$ cat config.mk
export PLATFORM = sky130hd
export DESIGN_NAME = tx_uart_fifo
export DESIGN_NICKNAME = d
export VERILOG_FILES = /design/src/rtl/tx_uart_fifo.sv
export SDC_FILE = /design/constraint.sdc
export NUM_CORES = 1
export LEC_CHECK = 0
export ABC_AREA = 1
export ABC_CLOCK_PERIOD_IN_PS = 2300
export CAP_MARGIN = 20
export CORE_ASPECT_RATIO = 0.75
export CORE_MARGIN = 2
export CORE_UTILIZATION = 52
export DETAILED_ROUTE_END_ITERATION = 10
export PLACE_DENSITY = 0.86
export SETUP_SLACK_MARGIN = 0.4
export SYNTH_ARGS = -nofsm -noshare
export SYNTH_HDL_FRONTEND = slang
export SYNTH_SLANG_ARGS = --single-unit
export TNS_END_PERCENT = 5
$ cat constraint.sdc
create_clock -name clock -period 2.3 [get_ports clock]
set_clock_uncertainty 0.1 [all_clocks]
set_input_delay 0.23 -clock clock [delete_from_list [all_inputs] [get_ports clock]]
set_output_delay 0.23 -clock clock [all_outputs]
set_load 0.01 [all_outputs]
$ cat src/rtl/tx_uart_fifo.sv
// tx_uart_fifo: UART transmitter with run-time frame format and a small TX FIFO.
module tx_uart_fifo #(
  parameter int OVERSAMPLE = 16,
  parameter int FIFO_DEPTH = 4,
  parameter int N_DATA     = 8,
  parameter int NB_STATE   = 5
) (
  input  logic                clock,
  input  logic                reset_i,
  input  logic                s_tick,
  input  logic                wr_en,
  input  logic [N_DATA-1:0]   din,
  input  logic [1:0]          data_bits,
  input  logic [1:0]          parity_mode,
  input  logic                stop_bits,
  output logic                tx,
  output logic                tx_done_tick,
  output logic                busy,
  output logic                full,
  output logic                empty,
  output logic                overflow,
  output logic [NB_STATE-1:0] state
);
  localparam int TW = $clog2(OVERSAMPLE);
  localparam int AW = $clog2(FIFO_DEPTH);
  typedef enum logic [4:0] {
    IDLE   = 5'b00001,
    START  = 5'b00010,
    DATA   = 5'b00100,
    PARITY = 5'b01000,
    STOP   = 5'b10000
  } state_t;
  logic [N_DATA-1:0] r_mem [FIFO_DEPTH];
  logic [AW-1:0]     r_wptr, r_rptr;
  logic [AW:0]       r_count;
  logic              r_ovf;
  state_t            r_state;
  logic              r_tx, r_done, r_pend, r_sbits;
  logic [1:0]        r_dbits, r_pmode;
  logic [TW-1:0]     r_tick;
  logic [2:0]        r_bit;
  logic [N_DATA-1:0] r_shift;
  logic              w_full, w_empty, w_push, w_pop, w_tick_end, w_stop_done, w_par;
  logic [2:0]        w_len_m1, w_bit_nx;
  assign w_full      = r_count == (AW+1)'(FIFO_DEPTH);
  assign w_empty     = r_count == '0;
  assign w_push      = wr_en && !w_full;
  assign w_tick_end  = s_tick && r_tick == TW'(OVERSAMPLE - 1);
  assign w_len_m1    = {1'b0, r_dbits} + 3'd4;
  assign w_bit_nx    = r_bit + 3'd1;
  assign w_stop_done = r_state == STOP && w_tick_end && r_bit == {2'b0, r_sbits};
  assign w_par       = ^(r_shift & (8'hff >> (2'd3 - r_dbits))) ^ r_pmode[1];
  // Popping on the final stop tick lets the next frame start after a single idle cycle
  assign w_pop       = !w_empty && ((r_state == IDLE && !r_pend) || w_stop_done);
  assign tx           = r_tx;
  assign tx_done_tick = r_done;
  assign busy         = r_state != IDLE;
  assign full         = w_full;
  assign empty        = w_empty;
  assign overflow     = r_ovf;
  assign state        = r_state;
  always_ff @(posedge clock)
    if (w_push) r_mem[r_wptr] <= din;
  always_ff @(posedge clock or posedge reset_i)
    if (reset_i) begin
      r_wptr  <= '0;
      r_rptr  <= '0;
      r_count <= '0;
      r_ovf   <= 1'b0;
    end else begin
      if (w_push) r_wptr <= r_wptr + 1'b1;
      if (w_pop) r_rptr <= r_rptr + 1'b1;
      r_count <= r_count + (AW+1)'(w_push) - (AW+1)'(w_pop);
      if (wr_en && w_full) r_ovf <= 1'b1;
    end
  always_ff @(posedge clock or posedge reset_i)
    if (reset_i) begin
      r_state <= IDLE;
      r_tx    <= 1'b1;
      r_done  <= 1'b0;
      r_pend  <= 1'b0;
      r_tick  <= '0;
      r_bit   <= '0;
      r_shift <= '0;
      r_dbits <= '0;
      r_pmode <= '0;
      r_sbits <= 1'b0;
    end else begin
      r_done <= w_stop_done;
      if (r_state != IDLE && s_tick) r_tick <= w_tick_end ? '0 : r_tick + 1'b1;
      case (r_state)
        IDLE: begin
          r_tx   <= 1'b1;
          r_tick <= '0;
          r_bit  <= '0;
          if (r_pend) begin
            r_state <= START;
            r_tx    <= 1'b0;
            r_pend  <= 1'b0;
          end
        end
        START:
          if (w_tick_end) begin
            r_state <= DATA;
            r_tx    <= r_shift[0];
            r_bit   <= '0;
          end
        DATA:
          if (w_tick_end) begin
            if (r_bit == w_len_m1) begin
              r_state <= ^r_pmode ? PARITY : STOP;
              r_tx    <= ^r_pmode ? w_par : 1'b1;
              r_bit   <= '0;
            end else begin
              r_bit <= w_bit_nx;
              r_tx  <= r_shift[w_bit_nx];
            end
          end
        PARITY:
          if (w_tick_end) begin
            r_state <= STOP;
            r_tx    <= 1'b1;
            r_bit   <= '0;
          end
        STOP:
          if (w_tick_end) begin
            r_state <= w_stop_done ? IDLE : STOP;
            r_bit   <= w_stop_done ? 3'd0 : w_bit_nx;
            r_tx    <= 1'b1;
          end
        default: begin
          r_state <= IDLE;
          r_tx    <= 1'b1;
        end
      endcase
      if (w_pop) begin
        r_shift <= r_mem[r_rptr];
        r_dbits <= data_bits;
        r_pmode <= parity_mode;
        r_sbits <= stop_bits;
        r_pend  <= 1'b1;
      end
    end
endmodule
## Word level (Yosys, flattened, before mapping)

Memories as Yosys holds them, arrays and structs flattened. A register that Yosys moved wholly into a read port is not among the register bits.
Index checks and enable logic that the tools add are counted.

- Bits in writable memories: 32
- Memories: 1
- Flip-flop bits (word level): 28
- Output and inout port bits: 11
- Bits of input ports: 17

Memory list:

| name | words | bits a word | read ports | clocked after memory_dff | write ports | RTL line | text |
|---|---|---|---|---|---|---|---|
| r_mem | 4 | 8 | 1 | 1 | 1 | 33 | `logic [N_DATA-1:0] r_mem [FIFO_DEPTH];` |

- Equal/unequal tests: 18
- Reduce and logical (&&, ||, !) cells: 23
- Bitwise logic cells: 2
- $add $sub $neg: 8
- $lt $le $gt $ge: 1
- Multiplexer cells: 31
- Shift-type cells: 1

Operators by type and width:

| kind | count |
|---|---|
| $mux 5 | 8 |
| $pmux 5 s5 | 1 |
| $mux 3 | 5 |
| $mux 4 | 3 |
| $ne 2x2->1 const B | 6 |
| $pmux 3 s4 | 1 |
| $mux 1 | 11 |
| $and 8x8->8 | 1 |
| $logic_and 1x1->1 | 8 |
| $reduce_xor 8->1 | 1 |
| $shr 8x2->8 const A | 1 |
| $reduce_and 6->1 | 1 |
| $eq 5x1->1 const B | 1 |
| $eq 5x2->1 const B | 1 |
| $eq 5x3->1 const B | 1 |
| $eq 5x4->1 const B | 1 |
| $eq 5x5->1 const B | 1 |
| $ne 5x1->1 const B | 1 |
| $add 2x1->2 const B | 2 |
| $add 4x1->4 const B | 1 |
| $eq 4x4->1 const B | 1 |
| $lt 3x4->1 const B | 1 |
| $ne 2x1->1 const B | 2 |
| $pmux 1 s4 | 1 |
| 19 further kinds | 23 |

## Logic depth before layout (Yosys ltp)

Gate-level depths: netlist of the first run.

- Depth in word-level cells: 9
- Mapped depth: 16

## Least setup slack after synthesis of the first run

Ideal clock, no wire load.

- Kind: register -> register
- Start point: register r_state[4] (netlist: state[4])
- End point: register r_count[2]
- Data arrival time: 2.324 ns
- Setup slack: -0.252 ns
- Path buffers: 2
- Cell stages (with the launch flop): 16
- Library setup time: 0.129 ns
- Path through: dfrtp_1 inv_1 and3_1 buf_6 inv_6 nor2_8 inv_4 nand2_4 nand2_8 clkinv_8 buf_12 ha_1 inv_1 ha_1 fa_1 xor2_1

- Cells in the longest elaborated chain, start to end: 6

RTL lines:

| element | RTL line | text |
|---|---|---|
| start: declaration | 37 | `state_t r_state;` |
| start signal: assignment | 111 | `r_state <= ^r_pmode ? PARITY : STOP;` |
| start signal: assignment | 127 | `r_state <= w_stop_done ? IDLE : STOP;` |
| $eq 5x5->1 | 51 | `assign w_stop_done = r_state == STOP && w_tick_end && r_bit == {2'b0, r_sbits};` |
| $logic_and 1x1->1 (2 in a row) | 51 |  |
| $logic_or 1x1->1 * | 54 | `assign w_pop = !w_empty && ((r_state == IDLE && !r_pend) \|\| w_stop_done);` |
| $logic_and 1x1->1 * | 54 |  |
| named net w_pop | 43 | `logic w_full, w_empty, w_push, w_pop, w_tick_end, w_stop_done, w_par;` |
| $sub 3x1->3 * | 73 | `r_count <= r_count + (AW+1)'(w_push) - (AW+1)'(w_pop);` |
| end signal: assignment | 73 |  |
| end: declaration | 35 | `logic [AW:0] r_count;` |

Mark *: on every way through the listed nets, which the timed path passes. The rest lies on a longest branch.
A chain may end at the register's enable or synchronous reset.

## Final worst setup path of the first run

- Start point: register r_state[0] (netlist: state[0])
- End point: register r_count[2]

- Cells in the longest elaborated chain, start to end: 6

RTL lines:

| element | RTL line |
|---|---|
| $eq 5x5->1 | 51 |
| $logic_and 1x1->1 (2 in a row) | 51 |
| $logic_or 1x1->1 * | 54 |
| $logic_and 1x1->1 * | 54 |
| $sub 3x1->3 * | 73 |

Mark *: on every way between the ends. The rest lies on a longest branch, timed or not.

==> results of run 1 <==
## area by class of cell
cell class                      instances  area, sq um
Clock buffer                           10          128
Clock inverter                          5         53.8
Fill cell                             464         2070
Inverter                               43          184
Multi-Input combinational cell        204         1430
Sequential cell                        68         1860
Tap cell                               81          101
Timing Repair Buffer                   49          453
## how the worst min path moves through the flow
stage	startpoint	to	slack, ps	cells past startpoint
after floorplan	din[0]	r_mem[0][0]$_DFFE_PP_	230	0
after global placement	overflow$_DFFE_PP0P_	overflow$_DFFE_PP0P_	340	1
after detailed placement	overflow$_DFFE_PP0P_	overflow$_DFFE_PP0P_	360	1
after CTS	reset_i	r_tick[0]$_DFFE_PP0P_	180	3
after global routing	reset_i	r_tick[2]$_DFFE_PP0P_	230	3
final	reset_i	r_tick[1]$_DFFE_PP0P_	180	3
## placed cells by master (no fill, tap or decap), types with 3 or more instances in the layout
cell / instances
clkdlybuf4s50_1: 25
nand3_1: 15
dfrtp_1: 34
nor3_1: 4
clkinv_2: 3
o21ai_1: 3
xnor2_1: 6
inv_2: 4
xor2_1: 6
nand4_1: 3
a21oi_1: 6
clkbuf_8: 9
inv_1: 36
o22ai_1: 8
edfxtp_1: 32
o21ai_2: 8
nor2_4: 7
buf_4: 21
o211ai_1: 3
ha_1: 5
ha_4: 3
o21ai_0: 24
nand2_4: 10
nor2_1: 36
a31oi_4: 4
nor2_2: 4
nand2_1: 31
## report_power, final
group	internal (uW)	switching, uW	leakage [uW]
combinational	1250	1670	0.00104
sequential	1680	304	0.000735
clock	491	436	0.0000959
## through the flow
stage                     cells  total power, uW   util
final                       460             5830  0.670
after global routing        460             6280  0.670
after CTS                   460             5570  0.646
after detailed placement    442             4570  0.612
after global placement      442             4430  0.612
after floorplan             322             3960      -
## routing by layer
layer	up-vias	GRT usage	share of wire
li1	1190	-	-
met1	1123	0.224	0.43
met2	53	0.331	0.51
met3	13	0.0628	0.045
met4	0	0.0720	0.019
met5	-	0	0
## cell families (layout without fill, tap and decap cells)
| kind of cell | after synthesis | in the layout | synth area share |
|---|---|---|---|
| AO/OA/AOI/OAI | 59 | 59 | 0.123 |
| buffers and inverters | 50 | 107 | 0.0745 |
| AND/OR/NAND/NOR | 124 | 124 | 0.184 |
| XOR/XNOR | 12 | 12 | 0.0311 |
| adder cells (fa/ha/maj) | 9 | 9 | 0.0356 |
| flip-flops | 68 | 68 | 0.552 |
## registers in the layout, summed over array words and instances, names as in the netlist, 2 cells and up
name     count
r_pmode      2
state        5
r_dbits      2
r_mem       32
r_bit        3
r_tick       4
r_wptr       2
r_shift      8
r_count      3
r_rptr       2
## worst max-delay path, delay by kind of cell (launching register included)
kind / cells / cell delay [ps]
XOR/XNOR: 1 / 140
buffers and inverters: 5 / 220
AND/OR/NAND/NOR: 5 / 540
flip-flops: 1 / 550
adder cells (fa/ha/maj): 3 / 600
## what timing repair did
item | CTS | global route
buffers inserted | 3 | 0
gates resized for setup | 4 | 44
pin swaps | 5 | 16
setup endpoints to repair | 23 | 29
==> summary.md, run 1 <==
| Metric | Value |
|---|---|
| Status | `completed` |
| # DRC | `0` |
| ANT nets after route | `0` |
| Top FF cell, synth | `dfrtp_1` |
| Total grt overflow | `0` |
| Die span in y | `73.8 um` |
| CP Cell Sequence | `inv_2 -> nor2_2 -> and3_4 -> inv_8 -> nor2_8 -> inv_4 -> nand2_4 -> nand2_8 -> clkinv_8 -> ha_4 -> inv_2 -> ha_4 -> fa_2 -> xor2_1` |
| CTS tree | `built` |
| # diodes | `0` |
| Pin count of the biggest net entering global routing | `37` |
| Mapped Nets | `348` |
| Number of global-route vias before repair | `2362` |
| Ys Warns | `0` |
| CP max stage cell | `dfstp_2` |
| Top post-synthesis cells by area | `edfxtp_1, dfrtp_1, nor2_1, nand2_1, inv_1` |
| Final setup fails | `0` |
| Final wirelength | `6440 um` |
| CP required | `2430 ps` |
| Hold_buf cts | `0` |
| Classification of the worst-slack hold path | `in2async` |
| Crit path kind | `reg2reg` |
| FF-to-FF path depth | `14` |
| Share of layout cells above drive strength 1 | `0.253` |
| CP startpoint | `state[0]$_DFFE_PP1P_` |
| GR Util All Layers | `0.190` |
| Final hold viol count | `0` |
| Max-cap violations | `0` |
| Mean Syn Cell Area | `10.5 sq um` |
| Min Hold Slack | `183 ps` |
| #FFs+latches synth | `68` |
| Synthesized instance count | `322` |
| Die W | `97.0 um` |
| H-tree depth | `3` |
| Post-DR wirelength/cell | `14.0 um` |
| Max-slew violation count | `0` |
| Initial core utilization | `0.537` |
| Period utilization | `0.987` |
| CTS Buf Count | `9` |
| Initial antenna violation count | `0` |
| Sequential area share after synthesis | `0.552` |
| First-pass GRT wire length | `10400 um` |
| RSZ-0062 raised after global routing | `yes` |
| Min Tclk post-route | `2270 ps` |
| Die area | `7160 sq um` |
| Area grow syn2layout | `24.8%` |
| Setup TNS | `0 ps` |
| Worst slew margin | `0.663` |
| Worst-path clk slew | `70 ps` |
| FFs w/ async S/R, synth | `0.529` |
| Final instance area | `4210 sq um` |
| Final Net Count | `401` |
| HPWL after DPL | `4330 um` |
| Slowest stage delay, CP | `550 ps` |
| Reg-to-reg endpoint | `r_count[2]$_DFF_PP0_` |
| CP Data Arrival Time | `2400 ps` |
| Area after DPL | `3850 sq um` |
| Root Buffer | `clkbuf_8` |
| CP max FO | `3` |
| I/O pin cnt | `28` |
| Row count | `25` |
| Worst Setup Start Kind | `flip-flop` |
| Post-synth top area share | `0.285` |
| Synth cell count leaders | `nor2_1, nand2_1, inv_1` |
| Port Buf Inserts | `27` |
| Crit path to | `r_count[2]$_DFF_PP0_` |
| Worst skew pair latency | `340 ps` |
| GPL Wtd Cong | `0.967` |
| Drt first pass iters | `4` |
| Final WS setup | `29.6 ps` |
| Max Clk Rate | `440 MHz` |
| Netlist Area Pre-Place | `3380 sq um` |
| Total number of vias | `2379` |
| Number of synthesized flops with an enable pin | `32` |
| First DRT Iteration DRCs | `151` |
| Core Box Area | `6290 sq um` |
| Placement Setup Slack | `-81.9 ps` |
| Via density | `5.17` |
| Pwr per Cell Area | `1380 nW/um^2` |
| Cell with the most instances after synthesis | `nor2_1` |
| Post-synth top area cell | `edfxtp_1` |
| Worst Tran Pin Value | `504 ps` |
| # clock sinks | `68` |
| Crit. End Element | `flip-flop` |
| Netlist cell types | `43` |
| Leak | `0.00187 uW` |
| Worst r2r src | `state[0]$_DFFE_PP1P_` |
| Peak VDD IR | `625 uV` |
| R2R setup slack | `30 ps` |
| Max Root-Sink Buffers | `2` |
Power figures use the tool's default switching activity.
==> inputs of run 2 (changes only) <==
--- a/config.mk
+++ b/config.mk
@@ -12,8 +12,10 @@
 export CORE_MARGIN = 2
 export CORE_UTILIZATION = 52
 export DETAILED_ROUTE_END_ITERATION = 10
+export GPL_TIMING_DRIVEN = 0
 export PLACE_DENSITY = 0.86
 export SETUP_SLACK_MARGIN = 0.4
+export SKIP_LAST_GASP = 1
 export SYNTH_ARGS = -nofsm -noshare
 export SYNTH_HDL_FRONTEND = slang
 export SYNTH_SLANG_ARGS = --single-unit
==> run 2 against run 1 <==
Net effect:
- sequential power is 3% lower
- the run now ends with negative setup slack left
- first-iteration DRC count shrank 34%
- setup slack worse by 150 ps
- register-to-register slack worse by 150 ps
- clock power decreased by 2%
- maximum frequency decreased by 6.3%
- die area is the same
- total power shrank 2.7%
- sequential cell count unchanged
==> summary.md, run 2 (synthesis gave the netlist of run 1 again) <==
| Metric | Value |
|---|---|
| Min Tclk post-route | `2420 ps (was 2270 ps)` |
| Max-cap violations | `0 (unchanged)` |
| FF-to-FF path depth | `16 (was 14)` |
| Most frequent cells in the layout | `nor2_1, nand2_1, inv_1 (was inv_1, nor2_1, dfrtp_1)` |
| Total grt overflow | `0 (unchanged)` |
| HPWL after DPL | `4480 um (was 4330 um)` |
| Max Clk Rate | `413 MHz (was 440 MHz)` |
| RSZ-0062 raised after global routing | `yes (unchanged)` |
| Pin count of the biggest net entering global routing | `22 (was 37)` |
| Register area | `1870 sq um (was 1860 sq um)` |
| Worst Setup Start Kind | `flip-flop (unchanged)` |
| Min Hold Slack | `153 ps (was 183 ps)` |
| Number of flip-flops in the largest register | `32 (unchanged)` |
| First DRT Iteration DRCs | `100 (was 151)` |
| Most flops, register | `r_mem (unchanged)` |
| # clock sinks | `68 (unchanged)` |
| Worst-path clk slew | `80 ps (was 70 ps)` |
| GR Util All Layers | `0.203 (was 0.190)` |
| Core Box Area | `6290 sq um (unchanged)` |
| First-pass GRT wire length | `11200 um (was 10400 um)` |
| ANT nets after route | `0 (unchanged)` |
| Initial core utilization | `0.537 (unchanged)` |
| Die W | `97.0 um (unchanged)` |
| Number of global-route vias before repair | `2442 (was 2362)` |
| Root Buffer | `clkbuf_8 (unchanged)` |
| CP startpoint | `state[0]$_DFFE_PP1P_ (unchanged)` |
| CTS Buf Count | `9 (unchanged)` |
| Share of layout cells above drive strength 1 | `0.190 (was 0.253)` |
| Classification of the worst-slack hold path | `in2async (unchanged)` |
| Final Net Count | `395 (was 401)` |
| Max Root-Sink Buffers | `2 (unchanged)` |
| Worst skew pair latency | `360 ps (was 340 ps)` |
| Peak VDD IR | `697 uV (was 625 uV)` |
| I/O pin cnt | `28 (unchanged)` |
| Post-DR wirelength/cell | `14.1 um (was 14.0 um)` |
| Crit. End Element | `flip-flop (unchanged)` |
| Via density | `5.27 (was 5.17)` |
| H-tree depth | `3 (unchanged)` |
| Drt first pass iters | `4 (unchanged)` |
| CP max FO | `7 (was 3)` |
| Pwr per Cell Area | `1400 nW/um^2 (was 1380 nW/um^2)` |
| Crit path kind | `reg2reg (unchanged)` |
| Commonest non-fill, non-tap cell in the layout | `nor2_1` |
| # fillers | `492 (was 464)` |
| Period utilization | `1.05 (was 0.987)` |
| GPL Wtd Cong | `0.899 (was 0.967)` |
| Port Buf Inserts | `27 (unchanged)` |
| Reg-to-reg endpoint | `r_count[2]$_DFF_PP0_ (unchanged)` |
| Failing checks | `negative setup slack` |
| Row count | `25 (unchanged)` |
| Crit path to | `r_count[2]$_DFF_PP0_ (unchanged)` |
| Die area | `7160 sq um (unchanged)` |
| Final setup fails | `2 (was 0)` |
| # DRC | `0 (unchanged)` |
| Initial antenna violation count | `0 (unchanged)` |
| Total number of vias | `2397 (was 2379)` |
| CP required | `2430 ps (about the same)` |
| Final hold viol count | `0 (unchanged)` |
| Leak | `0.00174 uW (was 0.00187 uW)` |
| Final wirelength | `6410 um (was 6440 um)` |
| Max-slew violation count | `0 (unchanged)` |
| Worst r2r src | `state[0]$_DFFE_PP1P_ (unchanged)` |
| CTS tree | `built (unchanged)` |
| Final WS setup | `-123 ps (was 29.6 ps)` |
| R2R setup slack | `-120 ps (was 30 ps)` |
| Die span in y | `73.8 um (unchanged)` |
| Setup TNS | `-206 ps (was 0 ps)` |
| # diodes | `0 (unchanged)` |
| Worst slew margin | `0.447 (was 0.663)` |
| Area grow syn2layout | `20.4% (was 24.8%)` |
| Status | `complete, but fails checks (was completed)` |
| Multi-input logic area | `1300 sq um (was 1430 sq um)` |
| CP Data Arrival Time | `2550 ps (was 2400 ps)` |
| Worst Tran Pin Value | `826 ps (was 504 ps)` |
-- run 2: report_power, final --
| group | internal, uW | switching [uW] |
|---|---|---|
| sequential | 1690 | 252 |
| combinational | 1220 | 1610 |
| clock | 403 | 509 |
| total | 3310 | 2370 |
-- run 2: area by class of cell --
cell class	count	area share
Multi-Input combinational cell	204	0.319
Clock buffer	9	0.0305
Buffer	7	0.0172
Tap cell	81	0.0249
Timing Repair Buffer	36	0.0886
Clock inverter	7	0.0142
Inverter	43	0.0465
Sequential cell	68	0.459
-- run 2: how the worst min path moves through the flow --
stage / startpoint / to / slack (ps) / depth (start not counted)
after detailed placement: overflow$_DFFE_PP0P_ / overflow$_DFFE_PP0P_ / 360 / 1
after global placement: overflow$_DFFE_PP0P_ / overflow$_DFFE_PP0P_ / 340 / 1
after global routing: reset_i / r_tick[1]$_DFFE_PP0P_ / 230 / 2
after floorplan: din[0] / r_mem[0][0]$_DFFE_PP_ / 230 / 0
final: reset_i / r_tick[2]$_DFFE_PP0P_ / 150 / 2
after CTS: reset_i / r_tick[2]$_DFFE_PP0P_ / 170 / 2
-- run 2: layer usage --
metal,track usage,up-vias,wire [um],part of all wire
li1,-,1175,-,-
met2,0.353,72,3230,0.50
met4,0.0845,0,87,0.014
met1,0.237,1140,2740,0.43
met3,0.0647,10,353,0.055
met5,0,-,0,0
-- run 2: worst max-delay path, stage by stage, from the launching register on --
cell      delay [ps]
dfstp_2          550
inv_2             40
nor2_1            60
and3_1           160
buf_6            120
inv_8             40
nor2_8            90
inv_4             50
nand2_4           70
nand2_8           60
clkinv_8          50
buf_12            90
ha_4             130
inv_4             30
ha_4             150
fa_2             330
xor2_1           180
-- run 2: what timing repair did --
action / in CTS / in global routing
hold endpoints to repair: 0 / 0
setup buffers: 4 / 4
pin swaps: 1 / 0
hold buffers: 0 / 0
gates resized for setup: 3 / 3
setup endpoints to repair: 38 / 60
-- run 2: metrics by stage --
| stage | power (uW) | cell area (sq um) | utilization | setup slack, ps | std cells |
|---|---|---|---|---|---|
| after floorplan | 3960 | 3410 | - | -192 | 322 |
| after global placement | 4460 | 3780 | 0.601 | -436 | 430 |
| after detailed placement | 4620 | 3800 | 0.605 | -486 | 431 |
| after CTS | 5620 | 4030 | 0.641 | -118 | 451 |
| after global routing | 6150 | 4070 | 0.647 | -244 | 455 |
| final | 5680 | 4070 | 0.647 | -123 | 455 |
